--- src/rtl/rs232_tx_arbiter_if.sv ---
// Bundle of FWFT source-side and transmitter-side signals around rs232_tx_arbiter.
// The master modport is the arbiter's view; the slave modport is the surroundings
// (channel FIFOs and the transmitter).
interface rs232_tx_arbiter_if #(
    parameter int unsigned CHANNELS = 4
);
    localparam int unsigned GW = $clog2(CHANNELS);

    logic [8*CHANNELS-1:0] ch_data;
    logic [CHANNELS-1:0]   ch_empty;
    logic [CHANNELS-1:0]   ch_rden;
    logic [7:0]            tx_data;
    logic                  tx_empty;
    logic                  tx_rden;
    logic [GW-1:0]         grant;
    logic                  busy;

    modport master (
        input  ch_data, ch_empty, tx_rden,
        output ch_rden, tx_data, tx_empty, grant, busy
    );

    modport slave (
        output ch_data, ch_empty, tx_rden,
        input  ch_rden, tx_data, tx_empty, grant, busy
    );
endinterface

--- src/rtl/rs232_tx_arbiter.sv ---
// Packet-fair round-robin arbiter sharing one FWFT byte transmitter among
// CHANNELS FWFT byte sources. A grant lasts up to BURST bytes or until the
// granted channel runs dry; at least one IDLE cycle separates grants.
// Optional macro RS232_TX_ARBITER_TAG_EN: each grant starts with a tag byte
// TAG_BASE | grant before the channel's data.
module rs232_tx_arbiter #(
    parameter int unsigned CHANNELS = 4,
    parameter int unsigned BURST    = 16,
    parameter logic [7:0]  TAG_BASE = 8'hF0
) (
    input  logic               clock,
    input  logic               resetn,
    rs232_tx_arbiter_if.master bus
);
    localparam int unsigned   GW        = $clog2(CHANNELS);
    localparam int unsigned   CW        = $clog2(BURST + 1);
    localparam logic [CW-1:0] LAST_BYTE = CW'(BURST - 1);
    localparam logic [GW-1:0] LAST_CH   = GW'(CHANNELS - 1);

    generate
        if (CHANNELS < 2 || CHANNELS > 16) begin : g_bad_channels
            $error("rs232_tx_arbiter: CHANNELS must be 2..16");
        end
        if (BURST < 1) begin : g_bad_burst
            $error("rs232_tx_arbiter: BURST must be at least 1");
        end
        if (TAG_BASE[3:0] != 4'h0) begin : g_bad_tag
            $error("rs232_tx_arbiter: TAG_BASE low nibble must be zero");
        end
    endgenerate

`ifdef RS232_TX_ARBITER_TAG_EN
    typedef enum logic [1:0] { IDLE, TAG, STREAM } state_t;
`else
    typedef enum logic [1:0] { IDLE, STREAM } state_t;
`endif

    state_t        state_q, state_d;
    logic [GW-1:0] grant_q, grant_d;
    logic [GW-1:0] last_q,  last_d;
    logic [CW-1:0] count_q, count_d;

    logic          any_req;
    logic [GW-1:0] pick;
    logic [GW-1:0] idx;
    logic          head_empty;
    logic [7:0]    head_data;
    logic          rd_ok;

    assign head_empty = bus.ch_empty[grant_q];
    assign head_data  = bus.ch_data[{grant_q, 3'b000} +: 8];
    assign rd_ok      = bus.tx_rden & ~head_empty;

    // Round-robin pick: first non-empty channel after the last one served.
    always_comb begin
        any_req = 1'b0;
        pick    = '0;
        idx     = '0;
        for (int unsigned i = 0; i < CHANNELS; i++) begin
            idx = GW'((32'(last_q) + i + 1) % CHANNELS);
            if (!any_req && !bus.ch_empty[idx]) begin
                any_req = 1'b1;
                pick    = idx;
            end
        end
    end

    // State register; reset drops any grant and restores channel 0 priority.
    always_ff @(posedge clock or negedge resetn) begin
        if (!resetn) begin
            state_q <= IDLE;
            grant_q <= '0;
            last_q  <= LAST_CH;
            count_q <= '0;
        end else begin
            state_q <= state_d;
            grant_q <= grant_d;
            last_q  <= last_d;
            count_q <= count_d;
        end
    end

    // Next-state: grant on request, count qualified reads, release on burst end or dry channel.
    always_comb begin
        state_d = state_q;
        grant_d = grant_q;
        last_d  = last_q;
        count_d = count_q;
        case (state_q)
            IDLE: begin
                if (any_req) begin
                    grant_d = pick;
                    count_d = '0;
`ifdef RS232_TX_ARBITER_TAG_EN
                    state_d = TAG;
`else
                    state_d = STREAM;
`endif
                end
            end
`ifdef RS232_TX_ARBITER_TAG_EN
            TAG: begin
                if (bus.tx_rden) begin
                    state_d = STREAM;
                end
            end
`endif
            STREAM: begin
                if (rd_ok) begin
                    count_d = count_q + CW'(1);
                    if (count_q == LAST_BYTE) begin
                        last_d  = grant_q;
                        state_d = IDLE;
                    end
                end else if (head_empty) begin
                    last_d  = grant_q;
                    state_d = IDLE;
                end
            end
            default: state_d = IDLE;
        endcase
    end

    // Outputs: IDLE is silent, TAG presents the tag, STREAM passes the granted head through.
    always_comb begin
        bus.ch_rden  = '0;
        bus.tx_data  = '0;
        bus.tx_empty = 1'b1;
        case (state_q)
`ifdef RS232_TX_ARBITER_TAG_EN
            TAG: begin
                bus.tx_data  = TAG_BASE | 8'(grant_q);
                bus.tx_empty = 1'b0;
            end
`endif
            STREAM: begin
                bus.tx_data           = head_data;
                bus.tx_empty          = head_empty;
                bus.ch_rden[grant_q]  = rd_ok;
            end
            default: ;
        endcase
    end

    assign bus.grant = grant_q;
    assign bus.busy  = (state_q != IDLE);

endmodule
--- src/flat_wrapper.sv ---
// flat-port wrapper written by rule: the top's interface ports become plain ports
module rs232_tx_arbiter_flat 
#(
    parameter int unsigned CHANNELS = 4,
    parameter int unsigned BURST    = 16,
    parameter logic [7:0]  TAG_BASE = 8'hF0
)
  (clock, resetn, bus_ch_data, bus_ch_empty, bus_tx_rden, bus_ch_rden, bus_tx_data, bus_tx_empty, bus_grant, bus_busy);
  rs232_tx_arbiter_if #(.CHANNELS(CHANNELS)) bus_i ();
  input  logic clock;
  input  logic resetn;
  input wire logic [$bits(bus_i.ch_data)-1:0] bus_ch_data;
  input wire logic [$bits(bus_i.ch_empty)-1:0] bus_ch_empty;
  input wire logic [$bits(bus_i.tx_rden)-1:0] bus_tx_rden;
  output wire logic [$bits(bus_i.ch_rden)-1:0] bus_ch_rden;
  output wire logic [$bits(bus_i.tx_data)-1:0] bus_tx_data;
  output wire logic [$bits(bus_i.tx_empty)-1:0] bus_tx_empty;
  output wire logic [$bits(bus_i.grant)-1:0] bus_grant;
  output wire logic [$bits(bus_i.busy)-1:0] bus_busy;
  assign bus_i.ch_data = bus_ch_data;
  assign bus_i.ch_empty = bus_ch_empty;
  assign bus_i.tx_rden = bus_tx_rden;
  assign bus_ch_rden = bus_i.ch_rden;
  assign bus_tx_data = bus_i.tx_data;
  assign bus_tx_empty = bus_i.tx_empty;
  assign bus_grant = bus_i.grant;
  assign bus_busy = bus_i.busy;
  rs232_tx_arbiter #(.CHANNELS(CHANNELS), .BURST(BURST), .TAG_BASE(TAG_BASE)) u_core (.clock(clock), .resetn(resetn), .bus(bus_i));
endmodule
--- config.mk ---
export PLATFORM = sky130hd
export DESIGN_NAME = rs232_tx_arbiter_flat
export DESIGN_NICKNAME = d
export VERILOG_FILES = /design/src/rtl/rs232_tx_arbiter_if.sv /design/src/rtl/rs232_tx_arbiter.sv /design/src/flat_wrapper.sv
export SDC_FILE = /design/constraint.sdc
export NUM_CORES = 1
export LEC_CHECK = 0
export ABC_CLOCK_PERIOD_IN_PS = 4050
export BUFFER_PORTS_ARGS = -buffer_cell sky130_fd_sc_hd__buf_4
export CAP_MARGIN = 0
export CORE_ASPECT_RATIO = 0.9
export CORE_MARGIN = 2
export CORE_UTILIZATION = 35
export CTS_BUF_LIST = sky130_fd_sc_hd__clkbuf_2 sky130_fd_sc_hd__clkbuf_4 sky130_fd_sc_hd__clkbuf_8
export DETAILED_ROUTE_END_ITERATION = 10
export PLACE_DENSITY = 0.68
export SKIP_CTS_REPAIR_TIMING = 1
export SYNTH_ARGS = -nofsm -noshare
export SYNTH_HDL_FRONTEND = slang
export SYNTH_SLANG_ARGS = --single-unit
--- constraint.sdc ---
create_clock -name clock -period 4.05 [get_ports clock]
set_clock_uncertainty 0.1 [all_clocks]
set_input_delay 0.405 -clock clock [delete_from_list [all_inputs] [get_ports clock]]
set_output_delay 0.405 -clock clock [all_outputs]
set_load 0.03 [all_outputs]
==> out/qor.txt, run 1 <==
Status -> completed
Area of the core -> 0.002425 mm²
Total power -> 912.0 µW
Worst-Margin Slew -> 0.6963 ns
Synth warn -> 0
Setup TNS Final -> 0 ns
Critical path, cell by cell -> mux4_2 > and2_1 > buf_4
H-tree level count -> 1
RSZ-0062 raised after global routing -> false
Slowest-stage cell, CP -> dfrtp_1
Grt total ovfl -> 0
Setup CP Type -> flip-flop to output pin
Num CTS Buffers -> 3
First-pass GRT wire length -> 3.574 mm
Pre-antenna DRT Iters -> 4
Io pins -> 55
Initial Util -> 36.33%
Die X -> 56.88 µm
Crit path launch type -> flip-flop
Placed cells -> 159
Sequential-to-total area share from yosys stat -> 28.69%
Cell Pwr Density -> 681.2 mW/mm²
Reg clk slew, reported paths -> 0.06 ns
CTS tree -> done
Leak -> 0.6390 nW
Final WL -> 2.357 mm
Initial DRC Count -> 35
Post-DP HPWL -> 1.862 mm
Fmax -> 402.4 MHz
Slowest stage delay, CP -> 0.79 ns
Setup WS pre-CTS -> 1.814 ns
ANT nets after route -> 0
Largest net degree at the start of global routing -> 18
Area growth syn-to-layout -> 51.99%
Vias in the first global route -> 787
Clock Sink Count -> 10
Die area -> 0.002934 mm²
Routed len/inst -> 14.37 µm
Syn Area/Cell -> 10.74 µm²
Flops & latches, synth -> 10
Max-cap violations -> 0
CP Capture Type -> output pin
Routability cong. -> 0.7965
VDD IR max -> 0.0004140 V
Data required, critical path -> 3.54 ns
Yosys cell types -> 30
GRT Total Usage -> 15.52%
Clock period minus worst slack -> 2.485 ns
Vias per cell -> 5.293
Final Net Count -> 178
Commonest non-fill, non-tap cell in the layout -> buf_4
Vias -> 868
Max-slew violation count -> 0
Final hold viol count -> 0
Chip height -> 51.59 µm
Synthesized area -> 880.8 µm²
Cells after synthesis -> 82
Root Buffer -> clkbuf_4
Initial antenna violation count -> 0
Share of layout cells above drive strength 1 -> 55.88%
Commonest non-fill, non-tap cells in the layout -> 54 x buf_4, 13 x nand2_1, 8 x mux4_2, 8 x and2_1, 8 x dfrtp_1
Final setup violation count -> 0
Slew margin rel. -> 53.58%
Internal reg-to-reg setup slack -> 2.05 ns
Final WS setup -> 1.565 ns
# DRC -> 0
Clock Path Buffers -> 2
Fin cells -> 164
Crit Path Max Fanout -> 14
Syn Nets -> 123
Worst min path class -> input port to flip-flop
Antenna cells -> 0
Site row count -> 17
Crit path DAT -> 1.98 ns
Port bufs -> 54
Clk_lat worst skew -> 0.26 ns
Fin crit share -> 61.35%
-- sequential cells by signal, indices dropped and copies added, names as in the netlist --
signal and cells:
u_core.last_q 2, u_core.bus.grant 2, u_core.state_q 1, u_core.count_q 5
-- Yosys cell counts, drive strengths merged --
| master | number | share of area, % |
|---|---|---|
| a21bo | 1 | 1.1 |
| ha | 2 | 2.8 |
| and2 | 8 | 5.7 |
| inv | 2 | 0.85 |
| a21oi | 2 | 1.1 |
| dfstp | 2 | 6.0 |
| o22ai | 1 | 2.3 |
| mux4 | 8 | 20 |
| nor2 | 1 | 0.43 |
| nand3b | 1 | 0.85 |
| mux2i | 4 | 6.0 |
| dfrtp | 8 | 23 |
| nor3 | 3 | 1.7 |
| a41o | 1 | 1.1 |
| a211oi | 2 | 1.7 |
| o21ai | 5 | 2.8 |
| and3 | 1 | 0.71 |
| nand2b | 1 | 0.71 |
| nand2 | 13 | 5.5 |
| mux2 | 4 | 6.0 |
| a32o | 1 | 1.1 |
| nor3b | 2 | 1.7 |
| nand4 | 1 | 1.4 |
| nand3 | 2 | 1.1 |
| buf | 3 | 2.4 |
| or3 | 1 | 0.71 |
| clkbuf | 2 | 0.85 |
-- cells by family after synthesis --
kind of cell	count (synthesis)	share of synthesized area (%)
flops	10	28.69
simple gates	34	20.60
mux	16	32.39
compound gates	13	11.36
fa+ha+maj	2	2.840
buf+inv	7	4.120
-- critical path: cells and delay by family (launching register included) --
kind,cells,cell delay [ns]
multiplexers,1,0.58
buffers and inverters,1,0.16
flip-flops,1,0.79
AND/OR/NAND/NOR,1,0.17
-- stage by stage --
stage          hold slack, ns  util (%)  instance area [µm²]
2_1_floorplan        0.009409         -                880.8
3_3_place_gp           0.1383     53.30                 1292
4_1_cts               -0.1490     54.80                 1329
6_report               0.3636     55.21                 1339
3_5_place_dp           0.1405     53.30                 1292
5_1_grt                0.3699     55.21                 1339
-- routing by layer --
layer	vias to the layer above	track usage [%]	wire, µm
li1	415	-	-
met1	411	21.43	1019
met2	40	24.90	1101
met3	2	2.736	233
met4	0	4.651	3
met5	-	0	0
-- path summary, 6_finish.rpt --
check	from	endpoint	cells past startpoint
max in group asynchronous	resetn	u_core.last_q[0]	2
max	u_core.bus.grant[0]	bus_tx_data[3]	3
max reg2reg	u_core.bus.grant[1]	u_core.last_q[1]	4
min reg2reg	u_core.count_q[2]	u_core.count_q[2]	1
min	bus_tx_rden	u_core.state_q[0]	4
min in group asynchronous	resetn	u_core.count_q[0]	2
-- power by group --
| part | internal (mW) | switching, mW |
|---|---|---|
| clock | 0.0546 | 0.0341 |
| sequential | 0.145 | 0.102 |
| combinational | 0.292 | 0.285 |
| total | 0.492 | 0.420 |
-- cell type report --
cell class | count | area, µm²
Inverter | 2 | 7.507
Multi-Input combinational cell | 65 | 591.8
Fill cell | 228 | 1086
Clock buffer | 4 | 36.28
Timing Repair Buffer | 55 | 415.4
Tap cell | 28 | 35.03
Sequential cell | 10 | 252.7
(Power assumes the default switching activity.)
==> run 2: changes to the inputs <==
--- a/config.mk
+++ b/config.mk
@@ -5,7 +5,7 @@
 export SDC_FILE = /design/constraint.sdc
 export NUM_CORES = 1
 export LEC_CHECK = 0
-export ABC_CLOCK_PERIOD_IN_PS = 4050
+export ABC_CLOCK_PERIOD_IN_PS = 2400
 export BUFFER_PORTS_ARGS = -buffer_cell sky130_fd_sc_hd__buf_4
 export CAP_MARGIN = 0
 export CORE_ASPECT_RATIO = 0.9
==> constraint.sdc (replaced) <==
create_clock -name clock -period 2.4 [get_ports clock]
set_clock_uncertainty 0.1 [all_clocks]
set_input_delay 0.24 -clock clock [delete_from_list [all_inputs] [get_ports clock]]
set_output_delay 0.24 -clock clock [all_outputs]
set_load 0.03 [all_outputs]
==> out/qor.txt, run 2 (synthesis gave the netlist of run 1 again) <==
Max-slew violation count -> 0
Reg power frac -> 25.8%
Final hold viol count -> 0
Root Buffer -> clkbuf_4
Final Net Count -> 179
Commonest non-fill, non-tap cells in the layout -> 55 x buf_4, 13 x nand2_1, 8 x mux4_2, 8 x and2_1, 7 x dfrtp_1
Vias -> 875
Share of layout cells above drive strength 1 -> 56.93%
Status -> completed
Leak -> 0.6428 nW
Io pins -> 55
Fin crit share -> 88.25%
Routability cong. -> 0.8169
Slowest-stage cell, CP -> dfrtp_2
Worst min path class -> input port to flip-flop
Worst-Margin Slew -> 0.4089 ns
Die X -> 56.88 µm
Slowest stage delay, CP -> 0.61 ns
Final Util -> 55.57%
Largest reg by FF count -> u_core.count_q
Crit path launch type -> flip-flop
Power Internal -> 840.5 µW
Hold Path End -> u_core.state_q[0]
Slew margin rel. -> 72.74%
Data required, critical path -> 2.06 ns
CP Capture Type -> output pin
Fmax -> 472.2 MHz
Commonest non-fill, non-tap cell in the layout -> buf_4
Clk_lat worst skew -> 0.27 ns
GRT Total Usage -> 18.02%
Switching power total -> 715.7 µW
CTS tree -> done
Hold Crit Depth -> 4
Setup TNS Final -> 0 ns
Hold Path Origin -> bus_tx_rden
Post-DP HPWL -> 1.938 mm
Area growth syn-to-layout -> 52.98%
ANT nets after route -> 0
First-pass GRT wire length -> 4.057 mm
Crit path DAT -> 1.78 ns
Worst setup path start -> u_core.bus.grant[0]
# DRC -> 0
Pre-antenna DRT Iters -> 4
Final WS setup -> 0.2821 ns
Grt total ovfl -> 0
Reg clk slew, reported paths -> 0.07 ns
Initial Util -> 36.33%
Sw Share -> 45.99%
Internal reg-to-reg setup slack -> 0.58 ns
R2r worst-path depth -> 4
Chip height -> 51.59 µm
Max-cap violations -> 0
Final WL -> 2.452 mm
Num CTS Buffers -> 3
Vias per cell -> 5.303
Logic pwr share -> 64.4%
Setup CP Type -> flip-flop to output pin
Area of the core -> 0.002425 mm²
Vias in the first global route -> 916
Die area -> 0.002934 mm²
Crit Path Max Fanout -> 14
Critical R2R Launch -> u_core.bus.grant[1]
Routed len/inst -> 14.86 µm
Site row count -> 17
VDD IR max -> 0.0007280 V
Clock Sink Count -> 10
RSZ-0062 raised after global routing -> false
Clock period minus worst slack -> 2.118 ns
Clock Path Buffers -> 2
Initial antenna violation count -> 0
Total power -> 1.556 mW
Critical path, cell by cell -> mux4_2 > and2_1 > buf_4
Largest net degree at the start of global routing -> 16
Final setup violation count -> 0
Clock power share -> 9.8%
Cell Pwr Density -> 1155 mW/mm²
H-tree level count -> 1
Setup WS pre-CTS -> 0.3215 ns
Initial DRC Count -> 31
Max reg flops -> 5
Port bufs -> 54
Antenna cells -> 0
End of the worst register-to-register path -> u_core.last_q[0]
## run 2: area by class of cell
type / count / area (µm²)
Inverter: 2 / 7.507
Timing Repair Buffer: 56 / 422.9
Clock buffer: 4 / 36.28
Sequential cell: 10 / 254.0
Fill cell: 225 / 1077
Multi-Input combinational cell: 65 / 591.8
Tap cell: 28 / 35.03
## run 2: critical path: cells and delay by family (launching register included)
kind | cells | cell delay, ns
buffers and inverters | 1 | 0.16
flip-flops | 1 | 0.61
multiplexers | 1 | 0.55
AND/OR/NAND/NOR | 1 | 0.18
## run 2: power groups by stage
stage	registers (mW)	logic, mW	clock network [mW]
2_1_floorplan	0.359	0.745	0
3_3_place_gp	0.397	0.994	0
3_5_place_dp	0.406	1.01	0
4_1_cts	0.402	1.01	0.157
5_1_grt	0.428	1.08	0.167
6_report	0.401	1.00	0.152
## run 2: metrics by stage
| step | cell area [µm²] | hold slack, ns | std cells |
|---|---|---|---|
| finish | 1348 | 0.2043 | 165 |
| global route | 1348 | 0.2241 | 165 |
| CTS | 1336 | -0.3144 | 164 |
| detailed placement | 1300 | -0.02643 | 160 |
| global placement | 1300 | -0.02672 | 160 |
| floorplan | 880.8 | -0.1556 | 82 |
## run 2: per-layer routing
metal  vias to the layer above  wire [µm]  GRT usage (%)  share of wire [%]
li1                        415          -              -                  -
met5                         -          0              0                  0
met4                         0         15          6.977               0.61
met2                        46       1190          31.99                 49
met1                       412       1030          21.75                 42
met3                         2        215          3.234                8.8
## run 2: how the worst max path moves through the flow
stage | depth (start not counted) | end | slack (ns)
2_1_floorplan | 3 | bus_tx_data[0] | 0.36
3_3_place_gp | 3 | bus_tx_data[2] | 0.36
3_5_place_dp | 3 | bus_tx_data[5] | 0.32
4_1_cts | 3 | bus_tx_data[5] | 0.02
5_1_grt | 3 | bus_tx_data[5] | 0.18
6_report | 3 | bus_tx_data[5] | 0.28
